## src/rtl/tc_pl_cap_sched.sv

```systemverilog
// Capture scheduler: enables per-channel capture controllers one at a time in
// ascending order over a latched mask, with a per-channel completion timeout.
module tc_pl_cap_sched #(
    parameter int N_CH = 4,
    parameter int TO_W = 16,
    localparam int CW = (N_CH > 1) ? $clog2(N_CH) : 1
) (
    input  logic            clk,
    input  logic            rst,
    input  logic            start,
    input  logic            abort,
    input  logic [N_CH-1:0] ch_mask,
    input  logic [TO_W-1:0] timeout,
    input  logic [N_CH-1:0] ch_cmpt,
    output logic [N_CH-1:0] ch_en,
    output logic [CW-1:0]   cur_ch,
    output logic            busy,
    output logic            done,
    output logic [N_CH-1:0] err_flags
);

    typedef enum logic [1:0] {S_IDLE, S_RUN, S_GAP, S_FIN} state_t;

    state_t          state_reg;
    logic [N_CH-1:0] ch_en_reg;
    logic [N_CH-1:0] mask_reg;
    logic [N_CH-1:0] err_flags_reg;
    logic [CW-1:0]   cur_ch_reg;
    logic            busy_reg;
    logic            done_reg;
    logic [TO_W-1:0] timeout_reg;
    logic [TO_W-1:0] timer_reg;

    logic [N_CH-1:0] above_mask;
    logic [N_CH-1:0] first_oh;
    logic [N_CH-1:0] next_oh;
    logic            first_found;
    logic            next_found;
    logic [CW-1:0]   first_idx;
    logic [CW-1:0]   next_idx;
    logic            cmpt_hit;
    logic            timer_expire;

    // Latched channels strictly above the active one are the remaining work.
    generate
        for (genvar gi = 0; gi < N_CH; gi++) begin : g_ch
            assign above_mask[gi] = mask_reg[gi] && (CW'(gi) > cur_ch_reg);
            assign first_oh[gi]   = first_found && (first_idx == CW'(gi));
            assign next_oh[gi]    = next_found && (next_idx == CW'(gi));
        end
    endgenerate

    always_comb begin
        first_found = 1'b0;
        first_idx   = '0;
        next_found  = 1'b0;
        next_idx    = '0;
        for (int k = N_CH - 1; k >= 0; k--) begin
            if (ch_mask[k]) begin
                first_found = 1'b1;
                first_idx   = CW'(k);
            end
            if (above_mask[k]) begin
                next_found = 1'b1;
                next_idx   = CW'(k);
            end
        end
    end

    assign cmpt_hit     = |(ch_cmpt & ch_en_reg);
    // Expire on the cycle the timer would step from 1 to 0.
    assign timer_expire = (timeout_reg != '0) && (timer_reg <= TO_W'(1));

    always_ff @(posedge clk) begin
        if (rst) begin
            state_reg     <= S_IDLE;
            ch_en_reg     <= '0;
            mask_reg      <= '0;
            err_flags_reg <= '0;
            cur_ch_reg    <= '0;
            busy_reg      <= 1'b0;
            done_reg      <= 1'b0;
            timeout_reg   <= '0;
            timer_reg     <= '0;
        end else if (abort && (state_reg != S_IDLE)) begin
            state_reg <= S_IDLE;
            ch_en_reg <= '0;
            busy_reg  <= 1'b0;
            done_reg  <= 1'b0;
        end else begin
            case (state_reg)
                S_IDLE: begin
                    if (start) begin
                        mask_reg      <= ch_mask;
                        timeout_reg   <= timeout;
                        err_flags_reg <= '0;
                        if (first_found) begin
                            ch_en_reg  <= first_oh;
                            cur_ch_reg <= first_idx;
                            timer_reg  <= timeout;
                            busy_reg   <= 1'b1;
                            state_reg  <= S_RUN;
                        end else begin
                            done_reg  <= 1'b1;
                            state_reg <= S_FIN;
                        end
                    end
                end
                S_RUN: begin
                    if (cmpt_hit) begin
                        ch_en_reg <= '0;
                        state_reg <= S_GAP;
                    end else if (timer_expire) begin
                        err_flags_reg <= err_flags_reg | ch_en_reg;
                        ch_en_reg     <= '0;
                        timer_reg     <= '0;
                        state_reg     <= S_GAP;
                    end else if (timeout_reg != '0) begin
                        timer_reg <= timer_reg - TO_W'(1);
                    end
                end
                S_GAP: begin
                    if (next_found) begin
                        ch_en_reg  <= next_oh;
                        cur_ch_reg <= next_idx;
                        timer_reg  <= timeout_reg;
                        state_reg  <= S_RUN;
                    end else begin
                        busy_reg  <= 1'b0;
                        done_reg  <= 1'b1;
                        state_reg <= S_FIN;
                    end
                end
                S_FIN: begin
                    done_reg  <= 1'b0;
                    state_reg <= S_IDLE;
                end
                default: state_reg <= S_IDLE;
            endcase
        end
    end

    assign ch_en     = ch_en_reg;
    assign cur_ch    = cur_ch_reg;
    assign busy      = busy_reg;
    assign done      = done_reg;
    assign err_flags = err_flags_reg;

endmodule

```

## config.mk

```make
export PLATFORM = sky130hd
export DESIGN_NAME = tc_pl_cap_sched
export DESIGN_NICKNAME = d
export VERILOG_FILES = /design/src/rtl/tc_pl_cap_sched.sv
export SDC_FILE = /design/constraint.sdc
export NUM_CORES = 1
export LEC_CHECK = 0
export CORE_MARGIN = 2
export CORE_UTILIZATION = 59
export CTS_CLUSTER_DIAMETER = 30
export DETAILED_ROUTE_END_ITERATION = 10
export PLACE_DENSITY = 0.85
export SYNTH_ARGS = -nofsm -noshare
export SYNTH_HDL_FRONTEND = slang
export SYNTH_SLANG_ARGS = --single-unit
```

## constraint.sdc

```tcl
create_clock -name clk -period 6.2 [get_ports clk]
set_input_delay 0.93 -clock clk [delete_from_list [all_inputs] [get_ports clk]]
set_output_delay 0.93 -clock clk [all_outputs]
set_load 0.03 [all_outputs]
```

==> impl_metrics.env, run 1 <==
export IMPL_status="complete, no violations"
export IMPL_max_stage_delay_ns=0.89
export IMPL_cp_arrival_ns=3.47
export IMPL_power_leakage_uw=0.001208
export IMPL_hold_buffers=0
export IMPL_register_area_um2=980.9
export IMPL_yosysTopAreaCellShare_pct=34.67
export IMPL_wl_per_cell_um=16.75
export IMPL_final_max_slew_viol_count=0
export IMPL_fp_dieW_um=73.25
export IMPL_antenna_found_initial=0
export IMPL_coreArea_um2=4661
export IMPL_path_cells="clkdlybuf4s50_1, o41ai_1, a221o_1, nor4_1, nand2_1, o211ai_1"
export IMPL_worstPathMaxFanout=6
export IMPL_powerDensity_nw_per_um2=491.5
export IMPL_areaGrowthSynthToFinish_pct=16.67
export IMPL_clk_latency_ns=0.31
export IMPL_ys_types=58
export IMPL_grt_overflow=0
export IMPL_synth_area_per_cell_um2=7.464
export IMPL_gp_congestion=0.9510
export IMPL_cpMaxStageDelayCell="nor4_1"
export IMPL_antenna_left=0
export IMPL_synthFlopType="dfxtp_1"
export IMPL_cts_root_buf="clkbuf_8"
export IMPL_htree_levels=2
export IMPL_async_flop_share_pct=0
export IMPL_num_vias=2965
export IMPL_detail_route_first_pass_iterations=5
export IMPL_ir_worst_vdd_v=0.0002225
export IMPL_fp_dieArea_um2=5365
export IMPL_cts_buffers=5
export IMPL_yosysTopAreaCell="dfxtp_1"
export IMPL_ys_seq_area_share_pct=34.67
export IMPL_synth_edf_count=0
export IMPL_drive_gt1_share_pct=3.448
export IMPL_totalWireLength_um=7707
export IMPL_min_period_over_period_pct=52.25
export IMPL_cts_tree="done"
export IMPL_min_period_ns=3.239
export IMPL_dp_cells=452
export IMPL_max_slew_worst_pin_slew_ns=1.082
export IMPL_io_buffer_count=39
export IMPL_num_rows=25
export IMPL_hp_class="flop to flop"
export IMPL_dp_hpwl_um=5484
export IMPL_nNetsFinal=439
export IMPL_final_setup_tns_ns=0
export IMPL_drc=0
export IMPL_cts_setup_buffers=0
export IMPL_fmax_mhz=308.7
export IMPL_drv_cap=0
export IMPL_grtUsageTotal_pct=30.78
export IMPL_cts_sinks=49
export IMPL_clock_path_buffers=2
export IMPL_fin_worst_skew_ns=0.007546
export IMPL_postCtsResizedCells=0
export IMPL_path_class="primary input to flop"
export IMPL_ys_warn_count=0
export IMPL_die_height_um=73.25
export IMPL_multi_input_area_um2=1708
export IMPL_synthCells=379
export IMPL_pin_count=40
export IMPL_maxSlewHeadroom_pct=27.21
export IMPL_final_common_cell="nand2_1"
export IMPL_fin_cells=460
export IMPL_drt_iter0_drc=353
export IMPL_antenna_cells=0
export IMPL_end_kind="flop"
export IMPL_hold_viol=0
export IMPL_first_global_vias=2636
export IMPL_grt_pass1_wl_um=12660
export IMPL_initial_core_util_pct=60.70
export IMPL_yosys_top_cells_area="dfxtp_1, nand2_1, a21oi_1"
export IMPL_num_fill_cells=401
export IMPL_grt_max_degree=40
export IMPL_rsz0062_at_grt="no"
export IMPL_synthesis_area_um2=2829
export IMPL_required_ns=6.43
export IMPL_start_kind="primary input"
export IMPL_via_per_inst=6.446
export IMPL_final_cell_mix="nand2_1, dfxtp_1, a21oi_1, clkdlybuf4s50_1, nor2_1"
export IMPL_yosys_register_bits=49
export IMPL_path_clk_slew_ns=0.09
export IMPL_setup_viol=0
export IMPL_synth_nets=413
## layer usage
metal  GRT usage, %  up-vias  wire length (um)
met5              0        -                 0
met3          7.459        9               869
met1          44.61     1342              3464
li1               -     1443                 -
met4          10.08        0               105
met2          44.64      171              3268
## per-stage QoR
stage / hold WS (ns) / util (%) / power, uW / setup slack [ns] / instance area, um^2
3_5_place_dp: 0.4580 / 68.64 / 1388 / 2.768 / 3199
2_1_floorplan: 0.4445 / - / 1171 / 3.710 / 2829
5_1_grt: 0.4996 / 70.82 / 1735 / 2.874 / 3301
3_3_place_gp: 0.4486 / 68.64 / 1374 / 2.800 / 3199
6_report: 0.4736 / 70.82 / 1622 / 2.961 / 3301
4_1_cts: 0.4749 / 70.82 / 1598 / 3.083 / 3301
## worst paths after layout
| check | from | end | slack (ns) | cells after the start |
|---|---|---|---|---|
| setup / recovery | ch_mask[0] | timer_reg[5]$_SDFFE_PP0P_ | 2.96 | 6 |
| hold / removal | timeout_reg[0]$_SDFFE_PP0P_ | timeout_reg[0]$_SDFFE_PP0P_ | 0.47 | 2 |
| setup reg to reg | state_reg[0]$_SDFFE_PP0P_ | timer_reg[5]$_SDFFE_PP0P_ | 3.09 | 7 |
| hold reg to reg | timeout_reg[0]$_SDFFE_PP0P_ | timeout_reg[0]$_SDFFE_PP0P_ | 0.47 | 2 |
## worst max-delay path, delay by kind of cell
| family | cells | cell delay (ns) |
|---|---|---|
| compound gates | 3 | 0.78 |
| buf+inv | 1 | 0.60 |
| simple gates | 2 | 1.15 |
## report_power, final
group / leakage [uW] / switching [uW] / internal [uW]
clock: 0.0000542 / 109 / 101
sequential: 0.000402 / 82.1 / 401
combinational: 0.000752 / 601 / 329
## synth_stat cells, types with 2 or more instances
cell       instances
nand4_1            3
a21oi_1           42
o2111ai_1          3
a311o_1            3
and3_1             7
a31oi_1            2
o32ai_1            2
buf_6              2
o211ai_1           8
mux2i_1            4
o21ai_0           21
a221oi_1           5
nand2_1           67
nor3b_1            4
ha_1               6
nand3_1           12
nor2b_1            6
o2bb2ai_1          2
nor3_1            10
a22oi_1            3
a21o_1             2
inv_1             12
a211oi_1           2
a221o_1            4
nor4_1             7
clkbuf_1          17
o22ai_1            3
o41ai_1            2
o21a_1             6
nand2b_1           2
and2_1             2
nor2_1            34
dfxtp_1           49
## logic make-up (layout without fill, tap and decap cells)
family | count (synthesis) | count (layout) | synth area share [%]
buffers and inverters | 33 | 60 | 4.953
AOI/OAI and AO/OA | 124 | 124 | 28.97
DFF | 49 | 49 | 34.67
adders and majority gates | 6 | 6 | 2.654
muxes | 5 | 5 | 1.813
and+or+nand+nor | 162 | 162 | 26.94
## final cells by class
type	count	area share [%]
clock inverters	1	0.1516
flip-flops and latches	49	29.72
repair buffers	40	12.05
well taps	54	2.047
clock buffers	7	2.919
multi-input cells	297	51.74
inverters	12	1.365
(Power assumes the default switching activity.)
==> run 2, diff against run 1 <==
- CORE_UTILIZATION: 59 -> 55
- PLACE_DENSITY: 0.85 -> 0.8
- clock period: 6.2 -> 3.25 ns (I/O delays scaled with it)
==> impl_metrics.env, run 2 (synthesis gave the netlist of run 1 again) <==
export IMPL_grt_overflow=0
export IMPL_totalWireLength_um=8229
export IMPL_hold_buffers=0
export IMPL_io_buffer_count=39
export IMPL_p_int_uw=1665
export IMPL_max_slew_worst_pin_slew_ns=0.5820
export IMPL_cts_buffers=5
export IMPL_p_sw_share_pct=48.30
export IMPL_htree_levels=2
export IMPL_areaGrowthSynthToFinish_pct=19.59
export IMPL_utilization_pct=67.10
export IMPL_ir_worst_vdd_v=0.0005710
export IMPL_worst_slack_ns=0.6819
export IMPL_p_switching_uw=1555
export IMPL_final_setup_tns_ns=0
export IMPL_setup_viol=0
export IMPL_grt_pass1_wl_um=12840
export IMPL_gp_congestion=0.9463
export IMPL_initial_core_util_pct=56.10
export IMPL_placed_area_um2=3272
export IMPL_use_met3_pct=8.730
export IMPL_hold_viol=0
export IMPL_busiest_layer="met2"
export IMPL_min_period_over_period_pct=79.02
export IMPL_final_max_slew_viol_count=0
export IMPL_wl_per_cell_um=17.04
export IMPL_cts_sinks=49
export IMPL_fmax_mhz=389.4
export IMPL_antenna_found_initial=0
export IMPL_antenna_left=0
export IMPL_gr_usage_met1_pct=42.46
export IMPL_cts_tree="done"
export IMPL_die_height_um=75.72
export IMPL_final_area_um2=3383
export IMPL_nNetsFinal=446
export IMPL_final_common_cell="nand2_1"
export IMPL_p_seq_share_pct=28.7
export IMPL_drive_gt1_share_pct=4.843
export IMPL_cts_root_buf="clkbuf_8"
export IMPL_start_kind="primary input"
export IMPL_power_uw=3220
export IMPL_cts_setup_buffers=0
export IMPL_hp_class="flop to flop"
export IMPL_use_met2_pct=43.77
export IMPL_grtUsageTotal_pct=29.65
export IMPL_first_global_vias=2643
export IMPL_required_ns=3.50
export IMPL_rsz0062_at_grt="no"
export IMPL_pin_count=40
export IMPL_end_kind="flop"
export IMPL_coreArea_um2=5042
export IMPL_num_rows=26
export IMPL_maxSlewHeadroom_pct=61.06
export IMPL_clk_latency_ns=0.31
export IMPL_fin_worst_skew_ns=0.01276
export IMPL_dp_hpwl_um=5820
export IMPL_num_vias=3041
export IMPL_drt_iter0_drc=392
export IMPL_fp_dieArea_um2=5734
export IMPL_path_class="primary input to flop"
export IMPL_clock_path_buffers=2
export IMPL_cp_arrival_ns=2.82
export IMPL_powerDensity_nw_per_um2=951.6
export IMPL_p_clk_share_pct=14.2
export IMPL_fp_dieW_um=75.72
export IMPL_detail_route_first_pass_iterations=5
export IMPL_antenna_cells=0
export IMPL_grt_max_degree=33
export IMPL_post_place_ws_ns=0.4067
export IMPL_min_period_ns=2.568
export IMPL_combPwrFrac_pct=57.2
export IMPL_status="complete, no violations"
export IMPL_postCtsResizedCells=0
export IMPL_drc=0
export IMPL_path_clk_slew_ns=0.10
export IMPL_num_fill_cells=443
export IMPL_power_leakage_uw=0.001245
export IMPL_worstPathMaxFanout=22
export IMPL_final_cell_mix="nand2_1, dfxtp_1, a21oi_1, clkdlybuf4s50_1, nor2_1"
export IMPL_via_per_inst=6.296
export IMPL_drv_cap=0
[run 2: changes by cell type in the layout (fill, tap and decap cells not counted), sizes merged]
cell    delta
buf        +7
bufinv     +1
clkbuf     -1
[run 2: routing by layer]
| metal | vias to the layer above | part of all wire [%] |
|---|---|---|
| met4 | 0 | 0.68 |
| met5 | - | 0 |
| met3 | 6 | 12 |
| met1 | 1387 | 42 |
| met2 | 189 | 45 |
| li1 | 1459 | - |
[run 2: final cells by class]
type,count,area (um^2),area share [%]
multi-input combinational,297,1708,50.48
timing repair buffer,47,450.4,13.31
tap,70,87.58,2.589
clock inverter,2,38.79,1.146
clock buffer,6,72.57,2.145
sequential,49,980.9,28.99
inverter,12,45.04,1.331
[run 2: critical path, stage by stage]
cell             delay (ns)
clkdlybuf4s50_1        0.62
o41ai_1                0.15
a221o_1                0.41
or4_4                  0.65
a311o_1                0.37
a21oi_1                0.13
[run 2: worst paths after layout]
path | start | end | slack [ns] | depth (start not counted)
setup / recovery | ch_mask[0] | timer_reg[12]$_SDFFE_PP0P_ | 0.68 | 6
setup reg to reg | timeout_reg[13]$_SDFFE_PP0P_ | timer_reg[9]$_SDFFE_PP0P_ | 0.71 | 6
hold / removal | err_flags[1]$_SDFFE_PP0P_ | err_flags[1]$_SDFFE_PP0P_ | 0.48 | 2
hold reg to reg | err_flags[1]$_SDFFE_PP0P_ | err_flags[1]$_SDFFE_PP0P_ | 0.48 | 2
[run 2: metrics by stage]
step	hold WS [ns]	instances
2_1_floorplan	0.4445	379
3_3_place_gp	0.4493	475
5_1_grt	0.4999	483
3_5_place_dp	0.4586	475
4_1_cts	0.4823	483
6_report	0.4808	483
[run 2: power groups by stage]
stage / Clock (uW) / Combinational [uW] / Sequential, uW
after global placement: 0 / 1750 / 924
after global routing: 483 / 2010 / 942
after floorplan: 0 / 1300 / 934
after detailed placement: 0 / 1780 / 929
after CTS: 455 / 1800 / 917
final: 456 / 1840 / 924
==> run 3, diff against run 2 <==
- CORE_UTILIZATION: 55 -> 49
- PLACE_DENSITY: 0.8 -> 0.76
- clock period: 3.25 -> 2.1 ns (I/O delays scaled with it)
==> impl_metrics.env, run 3 (synthesis gave the netlist of run 1 again) <==
export IMPL_num_fill_cells=475
export IMPL_cpMaxStageDelayCell="or4_4"
export IMPL_dp_hpwl_um=6902
export IMPL_ff2ff_path_depth=10
export IMPL_wl_per_cell_um=17.40
export IMPL_worstPathMaxFanout=6
export IMPL_hp_class="flop to flop"
export IMPL_cts_root_buf="clkbuf_8"
export IMPL_p_seq_share_pct=22.9
export IMPL_num_vias=3369
export IMPL_start_kind="flop"
export IMPL_nNetsFinal=507
export IMPL_first_global_vias=3214
export IMPL_grt_max_degree=34
export IMPL_p_sw_share_pct=45.00
export IMPL_grt_overflow=0
export IMPL_r2r_slack_ns=-0.07
export IMPL_final_max_slew_viol_count=0
export IMPL_antenna_found_initial=0
export IMPL_final_cell_mix="nand2_1, buf_4, dfxtp_1, clkdlybuf4s50_1, a21oi_1"
export IMPL_coreArea_um2=5540
export IMPL_grtUsageTotal_pct=30.62
export IMPL_hold_start="timeout_reg[1]$_SDFFE_PP0P_"
export IMPL_powerDensity_nw_per_um2=1523
export IMPL_max_stage_delay_ns=0.57
export IMPL_initial_core_util_pct=51.06
export IMPL_hold_end="timeout_reg[1]$_SDFFE_PP0P_"
export IMPL_maxSlewHeadroom_pct=61.62
export IMPL_setup_viol=5
export IMPL_hold_buffers=0
export IMPL_worst_slack_ns=-0.07424
export IMPL_final_setup_tns_ns=-0.1590
export IMPL_max_slew_worst_pin_slew_ns=0.5682
export IMPL_register_area_um2=991.0
export IMPL_r2r_start="state_reg[1]$_SDFFE_PP0P_"
export IMPL_whs_path_depth=2
export IMPL_path_cells="inv_2, ha_4, nor4b_4, nand4_1, buf_4, nor4_4, or4_4, buf_12, a311o_1, a31oi_1"
export IMPL_areaGrowthSynthToFinish_pct=43.08
export IMPL_rsz0062_at_grt="yes"
export IMPL_post_place_ws_ns=-0.3424
export IMPL_p_switching_uw=2774
export IMPL_via_per_inst=6.170
export IMPL_detail_route_first_pass_iterations=5
export IMPL_p_int_uw=3391
export IMPL_fmax_mhz=459.9
export IMPL_io_buffer_count=39
export IMPL_final_common_cell="nand2_1"
export IMPL_drv_cap=0
export IMPL_drc=0
export IMPL_fp_dieArea_um2=6397
export IMPL_power_leakage_uw=0.001588
export IMPL_r2r_end="timer_reg[7]$_SDFFE_PP0P_"
export IMPL_end_kind="flop"
export IMPL_clock_path_buffers=2
export IMPL_cts_sinks=49
export IMPL_antenna_left=0
export IMPL_cts_buffers=5
export IMPL_cts_tree="done"
export IMPL_status="complete, but fails checks"
export IMPL_cp_top_family="simple AND/OR/NAND/NOR gates"
export IMPL_grt_pass1_wl_um=15440
export IMPL_die_height_um=79.98
export IMPL_min_period_ns=2.174
export IMPL_min_period_over_period_pct=103.5
export IMPL_totalWireLength_um=9503
export IMPL_power_uw=6165
export IMPL_violations="negative setup slack"
export IMPL_cp_arrival_ns=2.41
export IMPL_hold_viol=0
export IMPL_multi_input_area_um2=1842
export IMPL_fin_worst_skew_ns=0.01107
export IMPL_combPwrFrac_pct=65.5
export IMPL_gp_congestion=0.9545
export IMPL_fp_dieW_um=79.98
export IMPL_drive_gt1_share_pct=22.36
export IMPL_pin_count=40
export IMPL_num_rows=27
export IMPL_p_clk_share_pct=11.7
export IMPL_htree_levels=2
export IMPL_path_buf_inv=3
export IMPL_clk_latency_ns=0.31
export IMPL_placed_area_um2=3801
export IMPL_path_clk_slew_ns=0.10
export IMPL_drt_iter0_drc=404
export IMPL_utilization_pct=73.06
export IMPL_ir_worst_vdd_v=0.0007416
export IMPL_required_ns=2.34
export IMPL_path_class="flop to flop"
export IMPL_final_area_um2=4048
export IMPL_antenna_cells=0
run 3: cell count changes in the layout (fill, tap and decap cells not counted), moves of 4 or more:
cell	change
a21oi_1	-6
a21oi_2	+5
buf_4	+55
dfxtp_1	-4
o21ai_0	-4
run 3: worst reg2reg max path, stage by stage (launching register included):
cell	delay [ns]
dfxtp_2	0.36
inv_2	0.06
ha_4	0.15
nor4b_4	0.12
nand4_1	0.10
buf_4	0.13
nor4_4	0.03
or4_4	0.57
buf_12	0.16
a311o_1	0.27
a31oi_1	0.17
run 3: layout make-up:
class	count	area share, %
Multi-Input combinational cell	297	45.50
Sequential cell	49	24.48
Timing Repair Buffer	108	23.65
Clock inverter	2	0.8964
Clock buffer	6	2.040
Tap cell	72	2.226
Inverter	12	1.206
run 3: layer usage:
metal,track usage [%],up-vias,share of wire (%)
met1,41.77,1573,43
met3,4.751,27,7.5
met2,49.42,178,47
li1,-,1589,-
met5,0,-,0.42
met4,9.661,2,1.7
run 3: power groups by stage:
stage	logic (uW)	registers [uW]	clock network, uW
CTS	3850	1380	722
global route	4340	1440	762
floorplan	2040	1450	0
detailed placement	3720	1380	0
global placement	3650	1370	0
finish	4040	1410	720
run 3: what timing repair did:
| action | 4_1_cts | 5_1_grt |
|---|---|---|
| endpoints found under the setup margin | 16 | 23 |
| buffers inserted | 0 | 0 |
| endpoints found under the hold margin | 0 | 0 |
| resized for setup | 20 | 12 |
| pin swaps | 4 | 3 |
run 3: how the worst max path moves through the flow:
stage,cells past startpoint,start,slack (ns),endpoint
3_5_place_dp,7,start,-0.34,timer_reg[6]$_SDFFE_PP0P_
3_3_place_gp,7,start,-0.30,timer_reg[7]$_SDFFE_PP0P_
4_1_cts,10,state_reg[1]$_SDFFE_PP0P_,-0.06,timer_reg[7]$_SDFFE_PP0P_
6_report,10,state_reg[1]$_SDFFE_PP0P_,-0.07,timer_reg[7]$_SDFFE_PP0P_
5_1_grt,10,state_reg[1]$_SDFFE_PP0P_,-0.13,timer_reg[7]$_SDFFE_PP0P_
2_1_floorplan,7,cur_ch[1]$_SDFFE_PP0P_,-0.07,timer_reg[14]$_SDFFE_PP0P_
run 3: stage by stage:
stage / std cells / hold WS, ns
final: 546 / 0.4858
after global routing: 546 / 0.5206
after CTS: 546 / 0.4886
after detailed placement: 538 / 0.4704
after global placement: 538 / 0.4552
after floorplan: 379 / 0.4445
